==> config.mk <==
export PLATFORM = sky130hd
export DESIGN_NAME = seq_lock_ctrl
export DESIGN_NICKNAME = d
export VERILOG_FILES = /design/src/rtl/seq_lock_pkg.sv /design/src/rtl/btn_debounce.sv /design/src/rtl/seq_lock_ctrl.sv
export SDC_FILE = /design/constraint.sdc
export NUM_CORES = 1
export LEC_CHECK = 0
export CAP_MARGIN = 20
export CORE_MARGIN = 10
export CORE_UTILIZATION = 51
export CTS_BUF_LIST = sky130_fd_sc_hd__clkbuf_8
export CTS_CLUSTER_SIZE = 30
export DETAILED_ROUTE_END_ITERATION = 8
export PLACE_DENSITY = 0.79
export SLEW_MARGIN = 15
export SYNTH_ARGS = -nofsm -noshare
export SYNTH_HDL_FRONTEND = slang
export SYNTH_SLANG_ARGS = --single-unit
==> constraint.sdc <==
create_clock -name clk -period 2.35 [get_ports clk]
set_input_delay 0.47 -clock clk [delete_from_list [all_inputs] [get_ports clk]]
set_output_delay 0.47 -clock clk [all_outputs]
set_load 0.05 [all_outputs]
==> src/rtl/seq_lock_pkg.sv <==
// Shared types and constants for the sequence-lock controller.
// State encoding, lockout limits, power-on code and the LED map per state.
package seq_lock_pkg;

  typedef enum logic [2:0] {
    ST_IDLE = 3'd0,
    ST_B1   = 3'd1,
    ST_B2   = 3'd2,
    ST_B3   = 3'd3,
    ST_OK   = 3'd4,
    ST_LOCK = 3'd5
  } state_t;

  localparam logic [1:0] MAX_FAIL      = 2'd3;
  localparam int         LOCK_STEPS    = 8;
  localparam logic [3:0] RESET_PATTERN = 4'b1011;

  function automatic logic [3:0] leds_for(state_t s);
    logic [3:0] leds;
    leds = 4'b0000;
    case (s)
      ST_B1:   leds = 4'b1000;
      ST_B2:   leds = 4'b0100;
      ST_B3:   leds = 4'b0010;
      ST_OK:   leds = 4'b0001;
      ST_LOCK: leds = 4'b1111;
      default: leds = 4'b0000;
    endcase
    return leds;
  endfunction

endpackage

==> src/rtl/btn_debounce.sv <==
// Two-sample pushbutton debouncer: btn_db high only when two consecutive sample ticks saw boton high.
// Latency two sample ticks; no backpressure, sampling is paced by sample_tick only.
module btn_debounce (
  input  logic clk,
  input  logic rst_n,
  input  logic sample_tick,
  input  logic boton,
  output logic btn_db
);

  logic d1;
  logic d2;

  always_ff @(posedge clk or negedge rst_n) begin
    if (!rst_n) begin
      d1 <= 1'b0;
      d2 <= 1'b0;
    end else if (sample_tick) begin
      d1 <= boton;
      d2 <= d1;
    end
  end

  assign btn_db = d1 & d2;

endmodule

==> src/rtl/seq_lock_ctrl.sv <==
// Sequence lock: four button samples (one per step tick) compared with a programmable code, lockout after 3 misses.
// Outputs registered, updated one clk after step_tick; no backpressure, cfg_we outside IDLE is dropped and flagged.
module seq_lock_ctrl
  import seq_lock_pkg::*;
#(
  parameter int SAMPLE_BIT = 19,
  parameter int STEP_BIT   = 24
) (
  input  logic       clk,
  input  logic       rst_n,
  input  logic       boton,
  input  logic       cfg_we,
  input  logic [3:0] cfg_pattern,
  output logic       seq_ok,
  output logic [3:0] step_leds,
  output logic [1:0] fail_cnt,
  output logic       locked,
  output logic       cfg_err
);

  logic [STEP_BIT-1:0] div;
  logic                sample_tick;
  logic                step_tick;
  logic                btn_db;
  state_t              state;
  logic [1:0]          cap;
  logic [3:0]          pattern;
  logic [2:0]          lock_cnt;
  logic                unused_cfg_msb;

  // The code always starts with a 1, so the written MSB carries no information.
  assign unused_cfg_msb = cfg_pattern[3];

  assign sample_tick = &div[SAMPLE_BIT-1:0];
  assign step_tick   = &div;

  btn_debounce u_debounce (
    .clk         (clk),
    .rst_n       (rst_n),
    .sample_tick (sample_tick),
    .boton       (boton),
    .btn_db      (btn_db)
  );

  always_ff @(posedge clk or negedge rst_n) begin
    if (!rst_n) begin
      div       <= '0;
      state     <= ST_IDLE;
      cap       <= 2'b00;
      pattern   <= RESET_PATTERN;
      lock_cnt  <= 3'd0;
      fail_cnt  <= 2'd0;
      seq_ok    <= 1'b0;
      locked    <= 1'b0;
      cfg_err   <= 1'b0;
      step_leds <= 4'b0000;
    end else begin
      div     <= div + STEP_BIT'(1);
      cfg_err <= 1'b0;

      if (cfg_we) begin
        if (state == ST_IDLE) pattern <= {1'b1, cfg_pattern[2:0]};
        else                  cfg_err <= 1'b1;
      end

      if (step_tick) begin
        case (state)
          ST_IDLE: begin
            if (btn_db) begin
              state     <= ST_B1;
              step_leds <= leds_for(ST_B1);
            end
          end
          ST_B1: begin
            cap[1]    <= btn_db;
            state     <= ST_B2;
            step_leds <= leds_for(ST_B2);
          end
          ST_B2: begin
            cap[0]    <= btn_db;
            state     <= ST_B3;
            step_leds <= leds_for(ST_B3);
          end
          ST_B3: begin
            if ({1'b1, cap, btn_db} == pattern) begin
              state     <= ST_OK;
              seq_ok    <= 1'b1;
              fail_cnt  <= 2'd0;
              step_leds <= leds_for(ST_OK);
            end else if (fail_cnt == MAX_FAIL - 2'd1) begin
              state     <= ST_LOCK;
              locked    <= 1'b1;
              fail_cnt  <= MAX_FAIL;
              lock_cnt  <= 3'd0;
              step_leds <= leds_for(ST_LOCK);
            end else begin
              state     <= ST_IDLE;
              fail_cnt  <= fail_cnt + 2'd1;
              step_leds <= leds_for(ST_IDLE);
            end
          end
          ST_OK: begin
            state     <= ST_IDLE;
            seq_ok    <= 1'b0;
            step_leds <= leds_for(ST_IDLE);
          end
          ST_LOCK: begin
            // Button is deliberately ignored for the whole lockout window.
            if (lock_cnt == 3'(LOCK_STEPS - 1)) begin
              state     <= ST_IDLE;
              locked    <= 1'b0;
              lock_cnt  <= 3'd0;
              fail_cnt  <= 2'd0;
              step_leds <= leds_for(ST_IDLE);
            end else begin
              lock_cnt <= lock_cnt + 3'd1;
            end
          end
          default: begin
            state     <= ST_IDLE;
            step_leds <= leds_for(ST_IDLE);
          end
        endcase
      end
    end
  end

endmodule

==> run metrics, run 1 <==
status=complete, no violations; critical path arrival=2340 ps; antenna diode count=0; critical path class=reg -> reg; synth top area cells=dfrtp_1, xnor2_1, mux2_2; routed via count=approximately 1.6k; initial antenna violation count=0; DR WL/cell=14.7 um; final setup skew=3.35 ps; crit start category=register; Worst VDD drop=~260 uV; Antenna Nets Post-Route=0; Setup Buffers After CTS=0; DRC violations left=0; Power Density=between 400 and 500 nW/um^2; largest area contributor in the netlist=dfrtp_1; Slowest cell on crit path=dfrtp_1; Register-to-Register Setup Slack=slightly below 200 ps; Cells after Synth=a little over 200; Reg2Reg Capture Point=step_leds[2]; hpwl dp=about 3.0 mm; flops & latches, synth=45; register area share after synthesis=0.492; CTS sink cnt=45; DP Area=2560 sq um; share of cells above drive strength 1=0.169; TritonCTS Buffers=5; worst min path class=in -> async; Achievable Freq=464 MHz; unrepaired setup endpoints after global routing=no; Synth Flop Type=dfrtp_1; Port Buf Inserts=15; CTS root buffer=clkbuf_8; Critical Path RT=~2500 ps; TritonCTS clock tree=done; GP Congestion=roughly 0.81; first-pass GRT wire length=7.00 mm; Die H=between 80 and 90 um; max-cap viol count=0; Die Wd=87.1 um; Slew Limit Fails=0; core area=approximately 4400 sq um; drt total wl=between 4 and 5 mm; DRT Pass-1 Iters=4; LEAKAGE=about 1.2 nW; Netlist cell types=49; Mapped Area=2300 sq um; largest net degree at the start of global routing=46; period utilisation layout=0.917; syn_nets=217; Critical Path, Cell by Cell=ha_1 > nand2_1 > or4_1 > buf_4 > nor3_4 > mux2_2; register area=1130 sq um; headroom to the max-slew limit=0.679; cell area after layout=between 2000 and 3000 sq um; Slew @ Worst Pin=469 ps; CTS Hold Bufs=0; post_cts resized=0; most frequent cell after synthesis=dfrtp_1; r2r worst-path depth=6; Starting Density=0.527; Clock Latency Late Sink=roughly 300 ps; syn_area_per_cell=11.2 sq um; GRT Total Usage=0.116; Post-layout nets=about 240; final core utilization=0.609; fraction of registers with async set or reset after synthesis=1.00; Starting DRT DRC Count=~170; clock tree buffer depth=2; Yosys top cell area share=0.469; Yosys Warn Count=0; htree depth=2; P&R area growth vs syn=15.5%; Die ar.=approximately 7600 sq um; crit path launch=div[1]; Final Setup Violations=0; GRT overflow=0; setup TNS=0 ps; Avg Vias per Cell=5.70; vias in the first global route=1490; Core Rows=24; Ports=17; Post-synth top cells=dfrtp_1, xnor2_1, nand3_1; final hold violations=0; Critical Path Max Stage Delay=about 400 ps; multi-input logic area=1080 sq um; Crit Reg-Reg Startpoint=div[1]; fillers=341; Reg clk slew, reported paths=80 ps; crit path capture type=register; CP max FO=10; Tmin final=approximately 2200 ps; EDFF count, synth=0
[cell families (layout without fill, tap and decap cells)]
group,Yosys count,after routing,share of synthesized area
mux,14,14,0.0665
flops,45,45,0.492
compound gates,25,25,0.0818
simple gates,73,73,0.208
xor+xnor,24,24,0.0916
buf+inv,20,46,0.0387
fa+ha+maj,4,4,0.0218
[cells in the final DEF, fill, tap and decap left out, types with 3 or more instances in the layout]
cell type        Yosys  routed
xor2_1               8       8
nand4_1              6       6
nor4_1               5       5
mux2_2              10      10
or4_1                5       5
and4_1               3       3
nand2_1             10      10
buf_4                1      11
o41ai_1              3       3
xnor2_1             16      16
clkdlybuf4s50_1      0      14
nor2_1               7       7
inv_1               11      13
a21oi_1              6       6
nand3_1             13      13
nor2b_1              4       4
o31ai_1              4       4
mux2i_1              4       4
ha_1                 4       4
clkbuf_8             0       6
dfrtp_1             43      43
[cell type report]
cell class	instances	area share
clock buffer	6	0.0311
clock inverter	2	0.00283
inverter	11	0.0156
multi-input combinational	140	0.407
sequential	45	0.426
tap	52	0.0245
timing repair buffer	27	0.0934
[where the power goes]
group	total, W	internal (W)	switching [W]	leakage [nW]
sequential	0.000787	0.000782	0.00000502	0.603
clock	0.000484	0.000231	0.000253	0.0538
combinational	0.0000458	0.0000209	0.0000249	0.493
total	0.00132	0.00103	0.000283	1.15
[metrics by stage]
step | hold slack (ps) | setup slack [ps] | power [W] | instances
after floorplan | 174 | 365 | 0.000818 | 205
after global placement | 460 | 244 | 0.000849 | 275
after detailed placement | 456 | 217 | 0.000850 | 275
after CTS | 140 | 201 | 0.00133 | 283
after global routing | 147 | 57.0 | 0.00136 | 283
final | 132 | 196 | 0.00132 | 283
[worst max-delay path, delay by kind of cell (launching register included)]
| kind | cells | cell delay (ps) |
|---|---|---|
| fa+ha+maj | 1 | 250 |
| mux | 1 | 370 |
| flops | 1 | 400 |
| buf+inv | 1 | 210 |
| simple gates | 3 | 800 |
[worst max path at each step]
stage | to | cells past startpoint
final | step_leds[2] | 6
after global routing | step_leds[2] | 6
after CTS | step_leds[2] | 6
after detailed placement | step_leds[2] | 6
after global placement | step_leds[3] | 6
after floorplan | step_leds[0] | 5
[registers in the layout, indices dropped and copies added (netlist names)]
signal	cells
div	24
pattern	3
cfg_err	1
state	2
cap	2
lock_cnt	3
fail_cnt	2
seq_ok	1
locked	1
u_debounce.d1	1
step_leds	4
u_debounce.d2	1
[per-layer routing]
layer | vias up | global-route usage | routed length (um)
li1 | 799 | - | -
met2 | 34 | 0.159 | 1760
met5 | - | 0 | 0
met4 | 0 | 0.0652 | 114
met3 | 8 | 0.0356 | 213
met1 | 772 | 0.156 | 2070
Note: power is estimated with default switching activity, not from simulation.
==> inputs of run 2 (changes only) <==
PLACE_DENSITY = 0.82   (was 0.79)
REMOVE_ABC_BUFFERS = 1   (was default)
TNS_END_PERCENT = 10   (was default)
clock period = 1.95 ns   (was 2.35 ns; I/O delays follow)
==> run metrics, run 2 (synthesis gave the netlist of run 1 again) <==
status=complete, but fails checks; failing checks=setup timing; share of cells above drive strength 1=0.306 (+0.137); initial antenna violation count=0 (unchanged); Die Wd=87.1 um (unchanged); LEAKAGE=1.34 nW (+17%); unrepaired setup endpoints after global routing=yes; core area=4350 sq um (unchanged); Antenna Nets Post-Route=0 (unchanged); first-pass GRT wire length=8.03 mm (+15%); CTS Hold Bufs=0 (unchanged); Avg Vias per Cell=5.63 (-1.2%); Starting DRT DRC Count=147 (-13%); biggest regs=div x24, step_leds x4; Core Rows=24 (unchanged); Slew Limit Fails=0 (unchanged); critical path arrival=2180 ps (-160 ps); CTS sink cnt=45 (unchanged); setup ws final=-42.7 ps (-239 ps); CP max FO=7 (-3); headroom to the max-slew limit=0.661 (-0.0180); Final Setup Violations=5 (+5); Critical Path RT=2140 ps (-400 ps); Setup Buffers After CTS=0 (unchanged); DRT Pass-1 Iters=4 (unchanged); Ports=17 (unchanged); Starting Density=0.527 (unchanged); cell area after layout=2940 sq um (+11%); crit path capture type=register; largest net degree at the start of global routing=27 (-41%); Die ar.=7590 sq um (unchanged); GRT overflow=0 (unchanged); Die H=87.1 um (unchanged); max reg flops=24 (unchanged); DRC violations left=0 (unchanged); TritonCTS clock tree=done; Power Density=585 nW/um^2 (+18%); Slew @ Worst Pin=506 ps (+37.5 ps); Port Buf Inserts=15 (unchanged); clock tree buffer depth=2 (unchanged); Worst VDD drop=496 uV (+88%); DR WL/cell=15.2 um (+3.8%); commonest non-fill, non-tap cell in the layout=dfrtp_1; Achievable Freq=502 MHz (+8.1%); final setup skew=4.46 ps (+1.12 ps); most frequent cells in the layout=dfrtp_1, buf_4, xnor2_1, inv_1, nand3_1; CTS root buffer=clkbuf_8; Reg clk slew, reported paths=80 ps (about the same); TritonCTS Buffers=5 (unchanged); final hold violations=0 (unchanged); GRT Total Usage=0.132 (+0.0161); routed via count=1745 (+8.2%); critical path class=reg -> reg; hpwl dp=3.46 mm (+17%); Clock Latency Late Sink=300 ps (about the same); Post-layout nets=269 (+11%); DP Area=2760 sq um (+7.7%); worst min path class=in -> async; overall power=0.00172 W (+31%); max-cap viol count=0 (unchanged); crit start category=register; period utilisation layout=1.02 (+0.105); htree depth=2 (unchanged); P&R area growth vs syn=28.2%; Tmin final=1990 ps (-161 ps); drt total wl=4.73 mm (+14%); vias in the first global route=1725 (+16%); antenna diode count=0 (unchanged); Top reg by flops=div; GP Congestion=0.820 (+1.5%)
-- run 2: where the power goes --
part	leakage, nW	total [W]	switching [W]	internal [W]
clock network	0.0626	0.000713	0.000301	0.000412
registers	0.603	0.000948	0.00000576	0.000943
logic	0.676	0.0000608	0.0000324	0.0000285
-- run 2: path summary, 6_finish.rpt --
kind,from,endpoint,slack [ps],depth (start not counted)
worst max-delay path,div[0],seq_ok,-40,7
max in group asynchronous,rst_n,pattern[0],1350,2
worst max register to register,div[0],seq_ok,-40,7
min in group clk,div[10],div[10],490,1
worst min-delay path,rst_n,step_leds[1],30,1
worst min register to register,div[10],div[10],490,1
-- run 2: what timing repair did --
| item | CTS | global route |
|---|---|---|
| setup endpoints to repair | 12 | 15 |
| gates resized for setup | 9 | 7 |
| pin swaps | 4 | 3 |
| endpoints found under the hold margin | 0 | 0 |
-- run 2: area by class of cell --
type                    count  area (sq um)
fillers                   308          1410
multi-input cells         140          1140
flip-flops and latches     45          1130
repair buffers             54           455
clock buffers               6          82.6
well taps                  52          65.1
inverters                  11          41.3
clock inverters             2          33.8
-- run 2: metrics by stage --
stage | worst slack, ps | utilization | std cells | setup TNS [ps] | hold WS [ps]
floorplan | -163 | - | 196 | -865 | 94.4
global placement | -4.51 | 0.634 | 302 | -4.51 | 362
detailed placement | -63.2 | 0.634 | 302 | -295 | 369
CTS | -31.2 | 0.670 | 310 | -91.7 | 43.8
global route | -127 | 0.676 | 310 | -967 | 64.6
finish | -42.7 | 0.676 | 310 | -84.4 | 31.2
-- run 2: metal layers --
metal  global-route usage  wire length [um]  vias up
li1                     -                 -      849
met4               0.0551                79        0
met2                0.209              2280       35
met1                0.166              2150      854
met5                    0                 0        -
met3               0.0356               213        7
-- run 2: worst max-delay path, cell delays in order (launching register included) --
cell and delay, ps:
dfrtp_1 370, ha_2 200, nand2_1 80, or4_4 420, buf_6 170, buf_4 150, or2_1 250, o221a_2 250
